--- config.mk ---
export PLATFORM = sky130hd
export DESIGN_NAME = fpm_fu_ctrl
export DESIGN_NICKNAME = d
export VERILOG_FILES = /design/src/rtl/fpm_pkg.sv /design/src/rtl/fpm_fu_ctrl_exc_detect.sv /design/src/rtl/fpm_fu_ctrl.sv
export SDC_FILE = /design/constraint.sdc
export NUM_CORES = 1
export LEC_CHECK = 0
export ABC_AREA = 1
export CAP_MARGIN = 20
export CELL_PAD_IN_SITES_DETAIL_PLACEMENT = 0
export CELL_PAD_IN_SITES_GLOBAL_PLACEMENT = 1
export CORE_ASPECT_RATIO = 0.7
export CORE_MARGIN = 2
export CORE_UTILIZATION = 33
export DETAILED_ROUTE_END_ITERATION = 12
export PLACE_DENSITY_LB_ADDON = 0.1
export SLEW_MARGIN = 20
export SYNTH_ARGS = -nofsm -noshare
export SYNTH_HDL_FRONTEND = slang
export SYNTH_SLANG_ARGS = --single-unit
--- constraint.sdc ---
create_clock -name clk -period 2.65 [get_ports clk]
set_input_delay 0.3975 -clock clk [delete_from_list [all_inputs] [get_ports clk]]
set_output_delay 0.3975 -clock clk [all_outputs]
set_load 0.01 [all_outputs]
--- src/rtl/fpm_pkg.sv ---
// Shared definitions for the FP16 multiplier FU sequencer: field positions,
// special encodings, FSM states, flag bit positions and FP16 class helpers.
package fpm_pkg;

  localparam int FP16_W  = 16;
  localparam int EXP_MSB = 14;
  localparam int EXP_LSB = 10;
  localparam int MAN_W   = 10;

  localparam logic [14:0] FP16_QNAN = 15'h7FFF;
  localparam logic [14:0] FP16_INF  = 15'h7C00;

  typedef enum logic [1:0] {
    IDLE = 2'd0,
    EXEC = 2'd1,
    WB   = 2'd2
  } state_t;

  localparam int FLAGS_W      = 3;
  localparam int FLAG_INVALID = 2;
  localparam int FLAG_INF     = 1;
  localparam int FLAG_ZERO    = 0;

  // Magnitude is exactly infinity (sign ignored).
  function automatic logic fp16_is_inf(input logic [FP16_W-1:0] x);
    return x[EXP_MSB:0] == FP16_INF;
  endfunction

  // Magnitude is zero (either signed zero).
  function automatic logic fp16_is_zero(input logic [FP16_W-1:0] x);
    return x[EXP_MSB:0] == 15'h0000;
  endfunction

  // All-ones exponent with a non-zero mantissa.
  function automatic logic fp16_is_nan(input logic [FP16_W-1:0] x);
    return (x[EXP_MSB:EXP_LSB] == 5'h1F) && (x[MAN_W-1:0] != '0);
  endfunction

endpackage

--- src/rtl/fpm_fu_ctrl_exc_detect.sv ---
// Combinational FP16 exception classifier for the multiplier result.
// Flags: {invalid, inf, zero}. Only instantiated with FPM_EXC_FLAGS_EN.
module fpm_exc_detect
  import fpm_pkg::*;
(
  input  logic [FP16_W-1:0]  a,
  input  logic [FP16_W-1:0]  b,
  input  logic [FP16_W-1:0]  p,
  output logic [FLAGS_W-1:0] flags
);

  // Invalid covers a NaN product and the Inf x 0 operand pairing, which a
  // multiplier may or may not already have turned into a NaN.
  always_comb begin
    flags               = '0;
    flags[FLAG_INVALID] = fp16_is_nan(p) ||
                          (fp16_is_inf(a) && fp16_is_zero(b)) ||
                          (fp16_is_zero(a) && fp16_is_inf(b));
    flags[FLAG_INF]     = fp16_is_inf(p);
    flags[FLAG_ZERO]    = fp16_is_zero(p);
  end

endmodule

--- src/rtl/fpm_fu_ctrl.sv ---
// Sequencer around the FP16 multiplier FU: accepts an issue, holds operands
// at the multiplier for LATENCY cycles, captures the product and requests
// write-back until granted. Optional macro FPM_EXC_FLAGS_EN adds exception
// flag capture; without it wb_flags is constant zero.
//
// Handshakes: an issue transfers on a cycle with issue_valid && issue_ready;
// the issuer holds its request until then. A write-back transfers on a cycle
// with wb_req && wb_grant; wb_dst/wb_data/wb_flags are stable while wb_req is
// high and not granted. flush overrides both handshakes for that cycle.
module fpm_fu_ctrl
  import fpm_pkg::*;
#(
  parameter int LATENCY = 2,
  parameter int TAG_W   = 3
) (
  input  logic              clk,
  input  logic              rst_n,
  input  logic              issue_valid,
  output logic              issue_ready,
  input  logic [15:0]       issue_a,
  input  logic [15:0]       issue_b,
  input  logic [TAG_W-1:0]  issue_dst,
  input  logic              flush,
  output logic [15:0]       mul_a,
  output logic [15:0]       mul_b,
  input  logic [15:0]       mul_p,
  output logic              busy,
  output logic              wb_req,
  output logic [TAG_W-1:0]  wb_dst,
  output logic [15:0]       wb_data,
  input  logic              wb_grant,
  output logic [2:0]        wb_flags
);

  localparam logic [3:0] CNT_INIT = 4'(LATENCY - 1);

  state_t     state;
  logic [3:0] cnt;
  logic       accept;

`ifdef FPM_EXC_FLAGS_EN
  logic [FLAGS_W-1:0] flags_d;

  fpm_exc_detect u_exc_detect (
    .a     (mul_a),
    .b     (mul_b),
    .p     (mul_p),
    .flags (flags_d)
  );
`else
  assign wb_flags = 3'b000;
`endif

  // Ready in IDLE, or in WB when the result leaves this cycle; flush blocks.
  assign issue_ready = !flush && ((state == IDLE) || ((state == WB) && wb_grant));
  assign accept      = issue_valid && issue_ready;

  // Main FSM with registered busy/wb_req and operand/result registers.
  always_ff @(posedge clk or negedge rst_n) begin
    if (!rst_n) begin
      state    <= IDLE;
      cnt      <= 4'd0;
      mul_a    <= 16'h0000;
      mul_b    <= 16'h0000;
      wb_dst   <= '0;
      wb_data  <= 16'h0000;
      busy     <= 1'b0;
      wb_req   <= 1'b0;
`ifdef FPM_EXC_FLAGS_EN
      wb_flags <= 3'b000;
`endif
    end else if (flush) begin
      state  <= IDLE;
      busy   <= 1'b0;
      wb_req <= 1'b0;
    end else begin
      case (state)
        IDLE: begin
          if (accept) begin
            mul_a  <= issue_a;
            mul_b  <= issue_b;
            wb_dst <= issue_dst;
            cnt    <= CNT_INIT;
            state  <= EXEC;
            busy   <= 1'b1;
          end
        end
        EXEC: begin
          if (cnt != 4'd0) begin
            cnt <= cnt - 4'd1;
          end else begin
            wb_data  <= mul_p;
`ifdef FPM_EXC_FLAGS_EN
            wb_flags <= flags_d;
`endif
            state    <= WB;
            wb_req   <= 1'b1;
          end
        end
        WB: begin
          if (wb_grant) begin
            wb_req <= 1'b0;
            if (accept) begin
              mul_a  <= issue_a;
              mul_b  <= issue_b;
              wb_dst <= issue_dst;
              cnt    <= CNT_INIT;
              state  <= EXEC;
            end else begin
              state <= IDLE;
              busy  <= 1'b0;
            end
          end
        end
        default: begin
          state  <= IDLE;
          busy   <= 1'b0;
          wb_req <= 1'b0;
        end
      endcase
    end
  end

endmodule

== After elaboration in Yosys (flattened, before gate mapping) ==
Index checks and enable logic that the tools add are counted.
Word-level totals
  register bits: 59
  latch bits: 0
  bits in writable memories: 0
  memory bits (read-only): 0
  bits of input ports: 56
  output and inout bits: 57
  word-level logic and storage cells: 64
  memories: 0
Operators by class
  add/sub/neg operators: 1
  $mul: 0
  divide/modulo/power cells: 0
  order comparisons: 0
  equal/unequal tests: 10
  shifts and indexed selects: 0
  multiplexer cells: 28
  bitwise gates (word level): 2
  reduce and logical (&&, ||, !) cells: 15
Operator list (count)
  two-way mux 16 bit: 4
  one-hot mux 16 bit (2 select lines): 2
  two-way mux 4 bit: 3
  != test 3 bit (second input constant): 4
  one-hot mux 4 bit (3 select lines): 1
  AND reduction 3 bit: 4
  two-way mux 1 bit: 8
  two-way mux 2 bit: 4
  != test 2 bit (second input constant): 4
  AND reduction 4 bit: 2
  two-way mux 3 bit: 2
  one-hot mux 1 bit (3 select lines): 2
  one-hot mux 2 bit (3 select lines): 1
  one-hot mux 3 bit (2 select lines): 1
  nonzero test 4 bit: 1
  subtractor 4 x 1 -> 4 bit (second input constant): 1
  logical AND 1 bit: 3
  nonzero test 3 bit: 1
  == test 2 x 1 -> 1 bit (second input constant): 1
  == test 2 bit (second input constant): 1
  zero test 2 bit: 1
  inverter 1 bit: 2
  nonzero test 2 bit: 1
  zero test 1 bit: 1
  logical OR 1 bit: 1

== Logic depth before layout (Yosys ltp) ==
Gate-level depths: netlist (run 1).
  word-level depth: 9
  mapped depth: 8
  mapped depth without buffers: 7

== Least setup slack after synthesis (run 1) ==
Ideal clock, no wire load.
  kind: flip-flop to flip-flop
  from: reg cnt[0]
  to: reg wb_data[1]
  library setup time: 0.117 ns
  arrival: 1.259 ns
  path slack: 1.275 ns
  cell stages (with the launch flop): 9
  period minus slack after synthesis: 1.375 ns
  cell sequence: dfrtp_1 inv_1 ha_1 nand3_2 nor2_4 nand2_2 buf_6 nand2_1 nand2_1
Between the ends
  longest elaborated chain between the ends: 3
Ends and longest elaborated chain
  start, declared: RTL line fpm_fu_ctrl.sv:38  | logic [3:0] cnt;
  start signal, assigned: RTL line fpm_fu_ctrl.sv:90  | cnt <= cnt - 4'd1;
  nonzero test 4 bit: RTL line fpm_fu_ctrl.sv:89  | if (cnt != 4'd0) begin
  inverter 1 bit (no line)
  AND reduction 3 bit (no line)
  end signal, assigned: RTL line fpm_fu_ctrl.sv:92  | wb_data <= mul_p;
  end, declared: RTL line fpm_fu_ctrl.sv:30  | output logic [15:0] wb_data,
Every way passes these cells.
A chain may end at the register's enable or synchronous reset.

== Worst setup path after layout (run 1) ==
  from: in flush
  to: out issue_ready
Between the ends
  longest elaborated chain between the ends: 2
Ends and longest elaborated chain
  start, declared: RTL line fpm_fu_ctrl.sv:23  | input logic flush,
  zero test 1 bit: RTL line fpm_fu_ctrl.sv:55  | assign issue_ready = !flush && ((state == IDLE) || ((state == WB) && wb_grant));
  logical AND 1 bit: RTL line fpm_fu_ctrl.sv:55
  end, declared: RTL line fpm_fu_ctrl.sv:19  | output logic issue_ready,
Every way passes these cells.

==> results.md, run 1 <==
- Status: completed
- Synth area leader: dfrtp_1
- Worst Clk Skew: roughly 0.0035 ns
- GRT Total Usage: about 15%
- Dominant synthesized flop cell: dfrtp_1
- Vias in the first global route: 2,131
- Synth Instances: 277
- Mapped Avg Cell Area: 9.65 um2
- Nets: 448
- WL/cell: 12.5 um
- Setup Viol. Count Final: 0
- Die W: 112 um
- Synth top area cells: dfrtp_1 (55%), o21ai_2 (11%), nand2_1 (11%), inv_1 (6.2%), nand3_1 (3.9%)
- Sequential area share after synthesis: 55.2%
- Fin util: 52.0%
- Non-filler cells, final: 496
- Starting density of the core: 34.0%
- Clock-pin slew on the worst setup and hold paths: ~0.05 ns
- Htree depth: 3
- Pwr dens: 1000 nW/um2
- Clock latency on the worst-skew pair: 0.32 ns
- Netlist Area Pre-Place: ~2700 um2
- Seq pwr share: a little over a third
- GP Congestion: 0.711
- Post-DP HPWL: 4480 um
- Pleak: roughly 2.0 nW
- Initial antenna violation count: 0
- Post-route setup TNS: 0 ns
- Rel. slew slack: between 60% and 70%
- Total CTS buffers: 9
- Layout area overhead: 53.1%
- Post-synth EDFFs: 0
- MaxCap Viol Count: 0
- Yosys cell types: 26
- Clk buf depth: 2
- Core ar.: around 7900 um2
- Fin crit share: 79.3%
- Sw frac: 32.0%
- Area occupied by multi-input gates: 891 um2
- CP Launch Type: input pin
- Number of synthesis warnings: 0
- Largest net degree at the start of global routing: 31
- Synth async-reset ratio: 100%
- Pint: about 2.8 mW
- DP Cell Count: 480
- Port bufs: 109
- Tmin final: 2.10 ns
- Die Area: 8850 um2
- Top cell type's share of synthesized area: 55.2%
- Pins Over Slew Limit: 0
- Drt drc: 0
- Net Sw Power: around 1.3 mW
- Top-count cell post-synth: nand2_1
- Register bit count reported by yosys: 59
- Hold Violations, Final: 0
- Synth top cells by count: nand2_1 (79), dfrtp_1 (59), inv_1 (44)
- Min-Delay Path Class: in2async
- Path type of the worst setup path: in2out
- Data required, critical path: 2.25 ns
- Max Fclk: 476 MHz
- Clock root buffer master: clkbuf_16
- # rows: 27
- Share of cells above drive strength 1: about 17%
- First-pass GRT wire length: 10,500 um
- Ports: 113
- Register area: 1480 um2
- Setup repair bufs after CTS: 0
- CTS Hold Bufs: 1
- Post_cts resized: 0
- Peak VDD IR: 0.442 mV
- Drt pass-1 iters: 4
- CP Data Arrival Time: about 1.7 ns
- Gate power share: between 30% and 40%
- Fill cells: 774
- Clock share of power: 26.0%
- Clk sink count: between 50 and 60
- WL final: 6190 um
- Diodes inserted: 0
- Setup crit end kind: output port
- Vias after detailed routing: 2,127
- CP Max Fanout: 4
- GRT Residual Overflow: 0
- Via-to-Cell Ratio: 4.29
- Setup repair after global routing missed its margin: false
- Worst Max-Slew Pin Slew: 0.549 ns
- Die Y: 79.3 um
- Drt first-iter violations: 71
- CTS tree: yes
- Antenna viol nets, final: 0
[cells in the final DEF, fill, tap and decap left out, drive strengths merged]
cell	n
a21boi	1
o22ai	1
clkinv	2
nand4	1
inv	46
nor3	1
dlygate4sd3	1
buf	6
o21ai	40
dfrtp	59
nor2	6
or2	1
conb	3
clkbuf	13
nand2	81
ha	1
a21oi	1
nand3	23
clkdlybuf4s50	108
[state kept, by name, summed over array words and instances, names as in the netlist]
name and count:
busy 1, cnt 4, mul_a 16, mul_b 16, state 2, wb_data 16, wb_dst 3, wb_req 1
[routing by layer]
metal	global-route usage [%]	share of wire, %	up-vias
met5	0	0	-
met4	5.19	1.4	0
met3	9.69	11	9
met2	21.6	43	71
met1	19.0	44	970
li1	-	-	1077
[critical path: stages]
cell and delay, ns:
clkdlybuf4s50_1 0.53, nor3_1 0.22, clkdlybuf4s50_1 0.56
[stage by stage]
| stage | total power [mW] | hold WS [ns] | area, um2 | setup WS (ns) |
|---|---|---|---|---|
| 4_1_cts | 4.18 | 0.463 | 4090 | 0.538 |
| 5_1_grt | 4.41 | 0.495 | 4090 | 0.485 |
| 6_report | 4.10 | 0.469 | 4090 | 0.549 |
| 3_3_place_gp | 3.05 | 0.280 | 3800 | 0.524 |
| 3_5_place_dp | 3.07 | 0.279 | 3800 | 0.503 |
| 2_1_floorplan | 2.23 | 0.102 | 2680 | 1.27 |
[area by class of cell]
class,count,area share (%)
Timing Repair Buffer,115,28.0
Multi-Input combinational cell,160,21.8
Clock inverter,2,0.245
Tap cell,101,3.09
Inverter,46,4.22
Sequential cell,59,36.1
Clock buffer,13,6.60
[final timing paths]
kind,startpoint,endpoint,slack (ns),cells after the start
min in group clk,wb_data[8],wb_data[8],0.47,2
min,rst_n,wb_data[1],0.47,2
max reg2reg,cnt[0],wb_data[5],0.75,7
max in group asynchronous,rst_n,mul_b[7],1.50,3
max,flush,issue_ready,0.55,3
min reg2reg,wb_data[8],wb_data[8],0.47,2
[logic make-up after synthesis]
family | share of synthesized area, %
simple gates | 19.3
fa+ha+maj | 0.468
flops | 55.2
compound gates | 13.1
other cells | 0.140
buf+inv | 11.7
[power by group through the flow]
| stage | logic (mW) | clock network [mW] | registers, mW |
|---|---|---|---|
| floorplan | 0.658 | 0 | 1.58 |
| global placement | 1.61 | 0 | 1.44 |
| detailed placement | 1.62 | 0 | 1.44 |
| CTS | 1.63 | 1.11 | 1.44 |
| global route | 1.77 | 1.16 | 1.48 |
| finish | 1.60 | 1.07 | 1.43 |
(Power assumes the default switching activity.)
==> run 2: changes to the inputs <==
--- a/config.mk
+++ b/config.mk
@@ -11,7 +11,7 @@
 export CELL_PAD_IN_SITES_GLOBAL_PLACEMENT = 1
 export CORE_ASPECT_RATIO = 0.7
 export CORE_MARGIN = 2
-export CORE_UTILIZATION = 33
+export CORE_UTILIZATION = 28
 export DETAILED_ROUTE_END_ITERATION = 12
 export PLACE_DENSITY_LB_ADDON = 0.1
 export SLEW_MARGIN = 20
==> constraint.sdc (replaced) <==
create_clock -name clk -period 1.7 [get_ports clk]
set_input_delay 0.255 -clock clk [delete_from_list [all_inputs] [get_ports clk]]
set_output_delay 0.255 -clock clk [all_outputs]
set_load 0.01 [all_outputs]
==> run 2 against run 1 <==
Effect of this change:
- utilization shrank 6.0 points
- first-iteration DRC count is 80% higher
- non-clock buffer count is 6 higher
- clock skew rose by 0.0011 ns
- global-route usage decreased by 2.0 points
- clock power grew 66%
- sequential share of layout area down 1.1 points
- critical path depth grew 1
- final area up 3.1%
- die area up 17%
- sequential power grew 56%
- largest power group unchanged
==> results.md, run 2 (synthesis results as in run 1) <==
- Status: completed
- GRT Total Usage: 13.3% (-2.0 points)
- Setup Viol. Count Final: 0 (unchanged)
- # rows: 29 (+7.4%)
- Worst Clk Skew: 0.00458 ns (+0.00108 ns)
- Drt drc: 0 (unchanged)
- Tmin final: 1.58 ns
- Worst r2r src: cnt[0]
- Worst path buffer plus inverter count: 2 (unchanged)
- Setup repair after global routing missed its margin: false
- Fill cells: 920 (+19%)
- Share of cells above drive strength 1: 17.7% (+1.0 points)
- Worst R2R End: wb_data[7]
- Flop-to-flop setup slack: 0.19 ns (-0.56 ns)
- Nets: 454 (+1.3%)
- Sw frac: 31.4% (-0.64 points)
- Hold Violations, Final: 0 (unchanged)
- GRT Residual Overflow: 0 (unchanged)
- Pins Over Slew Limit: 0 (unchanged)
- Crit-path cells: inv_2 -> nor2_4 -> nor3_1 -> dlygate4sd2_1
- Total CTS buffers: 9 (unchanged)
- CP max stage cell: dfrtp_1
- Post-route setup TNS: 0 ns (unchanged)
- Drt first-iter violations: 128 (+80%)
- Htree depth: 3 (unchanged)
- Clock root buffer master: clkbuf_16
- CP Launch Type: flip-flop
- Hold WS: 0.465 ns (-0.00385 ns)
- Clock share of power: 27.0% (+1.0 points)
- Core ar.: 9180 um2 (+17%)
- Layout area overhead: 57.8%
- Largest net degree at the start of global routing: 60 (+94%)
- Vias after detailed routing: 2,140 (+0.61%)
- Via-to-Cell Ratio: 4.08 (-4.9%)
- Clock-pin slew on the worst setup and hold paths: 0.05 ns (about the same)
- Starting density of the core: 29.1% (-4.8 points)
- GP Congestion: 0.728 (+2.4%)
- Gate power share: 39.1% (about the same)
- WL final: 6330 um (+2.2%)
- Initial antenna violation count: 0 (unchanged)
- WL/cell: 12.1 um (-3.4%)
- Path type of the worst setup path: reg2out
- Die Area: 10,400 um2 (+17%)
- Clk sink count: 59 (unchanged)
- Area occupied by multi-input gates: 891 um2 (unchanged)
- Data required, critical path: 1.44 ns (-0.81 ns)
- Die Y: 85.7 um (+8.1%)
- Clk buf depth: 2 (unchanged)
- Post-DP HPWL: 4500 um (+0.59%)
- Diodes inserted: 0 (unchanged)
- Leading cell type in the layout, fill and taps excluded: clkdlybuf4s50_1
- Fin crit share: 92.7%
- Seq pwr share: 33.9% (-1.0 points)
- Peak VDD IR: 0.679 mV (+53%)
- Cell family with most CP delay: flip-flops
- Drt pass-1 iters: 4 (unchanged)
- Most frequent cells in the layout: clkdlybuf4s50_1 (107), nand2_1 (79), dfrtp_1 (59)
- Worst reg2reg path depth: 7 (unchanged)
- Die W: 121 um (+8.3%)
- Port bufs: 109 (unchanged)
- CP Data Arrival Time: 1.32 ns (-0.38 ns)
- Max Fclk: around 630 MHz
- Pleak: 2.04 nW (+2.7%)
- MaxCap Viol Count: 0 (unchanged)
- Ports: 113 (unchanged)
- Crit path depth: 4 (+1)
- First-pass GRT wire length: 10,400 um (-1.2%)
- CTS tree: yes
- Min-Delay Path Class: in2async
- Pint: 4.52 mW (+62%)
- Net Sw Power: 2.07 mW (+57%)
- Setup repair bufs after CTS: 0 (unchanged)
- Vias in the first global route: 2,189 (+2.7%)
- Register area: 1480 um2 (unchanged)
- Antenna viol nets, final: 0 (unchanged)
- CP Max Fanout: 4 (unchanged)
- Largest regs: mul_a x16, mul_b x16, wb_data x16
- Setup crit end kind: output port
- Clock latency on the worst-skew pair: 0.32 ns (about the same)
- CP max stage delay: 0.43 ns (-0.13 ns)
- Pwr dens: 1560 nW/um2 (+56%)
==> run 2: cell types whose count changed in the layout (fill, tap and decap cells not counted), sizes merged <==
cell | previous run | this run
clkdlybuf4s50 | 108 | 107
clkinv | 2 | 1
buf | 6 | 12
bufinv | 0 | 1
dlygate4sd2 | 0 | 1
==> run 2: worst min-delay path, cell delays in order <==
cell	delay [ns]
dlygate4sd3_1	0.52
buf_2	0.12
buf_12	0.29
==> run 2: cell type report <==
type                       instances  share of cell area (%)
clock inverter                     2                   0.831
multi-input combinational        160                    21.1
timing repair buffer             121                    29.1
clock buffer                      13                    6.17
sequential                        59                    35.0
tap                              124                    3.68
inverter                          46                    4.09
==> run 2: how the worst max path moves through the flow <==
stage          startpoint          end  slack, ns
3_3_place_gp     wb_grant  issue_ready      -0.08
4_1_cts          state[1]  issue_ready        0.1
3_5_place_dp     wb_grant  issue_ready      -0.10
2_1_floorplan      cnt[0]   wb_data[1]       0.32
6_report         state[1]  issue_ready       0.12
5_1_grt            cnt[0]   wb_data[7]       0.01
==> run 2: power by group through the flow <==
stage          logic (mW)  registers, mW  clock network (mW)
2_1_floorplan        1.03           2.46                   0
3_3_place_gp         2.60           2.24                   0
3_5_place_dp         2.61           2.25                   0
4_1_cts              2.62           2.24                1.85
5_1_grt              2.83           2.31                1.91
6_report             2.57           2.23                1.78
==> run 2: timing repair <==
action,CTS,global route
hold endpoints to repair,59,0
hold buffers,1,0
endpoints found under the setup margin,1,0
gates resized for setup,1,0
==> run 2: through the flow <==
stage | power, mW | util [%] | cell area [um2] | cells | setup slack [ns]
finish | 6.59 | 45.9 | 4220 | 525 | 0.124
global route | 7.04 | 45.9 | 4220 | 525 | 0.0150
CTS | 6.72 | 45.9 | 4220 | 525 | 0.0969
detailed placement | 4.86 | 42.6 | 3910 | 509 | -0.102
global placement | 4.84 | 42.6 | 3910 | 509 | -0.0838
floorplan | 3.48 | - | 2680 | 279 | 0.325
==> run 2: layer usage <==
metal	up-vias	global-route usage, %	share of wire [%]
met5	-	0	0
met4	0	4.44	0.92
met3	4	7.71	9.6
met2	64	20.4	45
met1	982	15.6	45
li1	1090	-	-
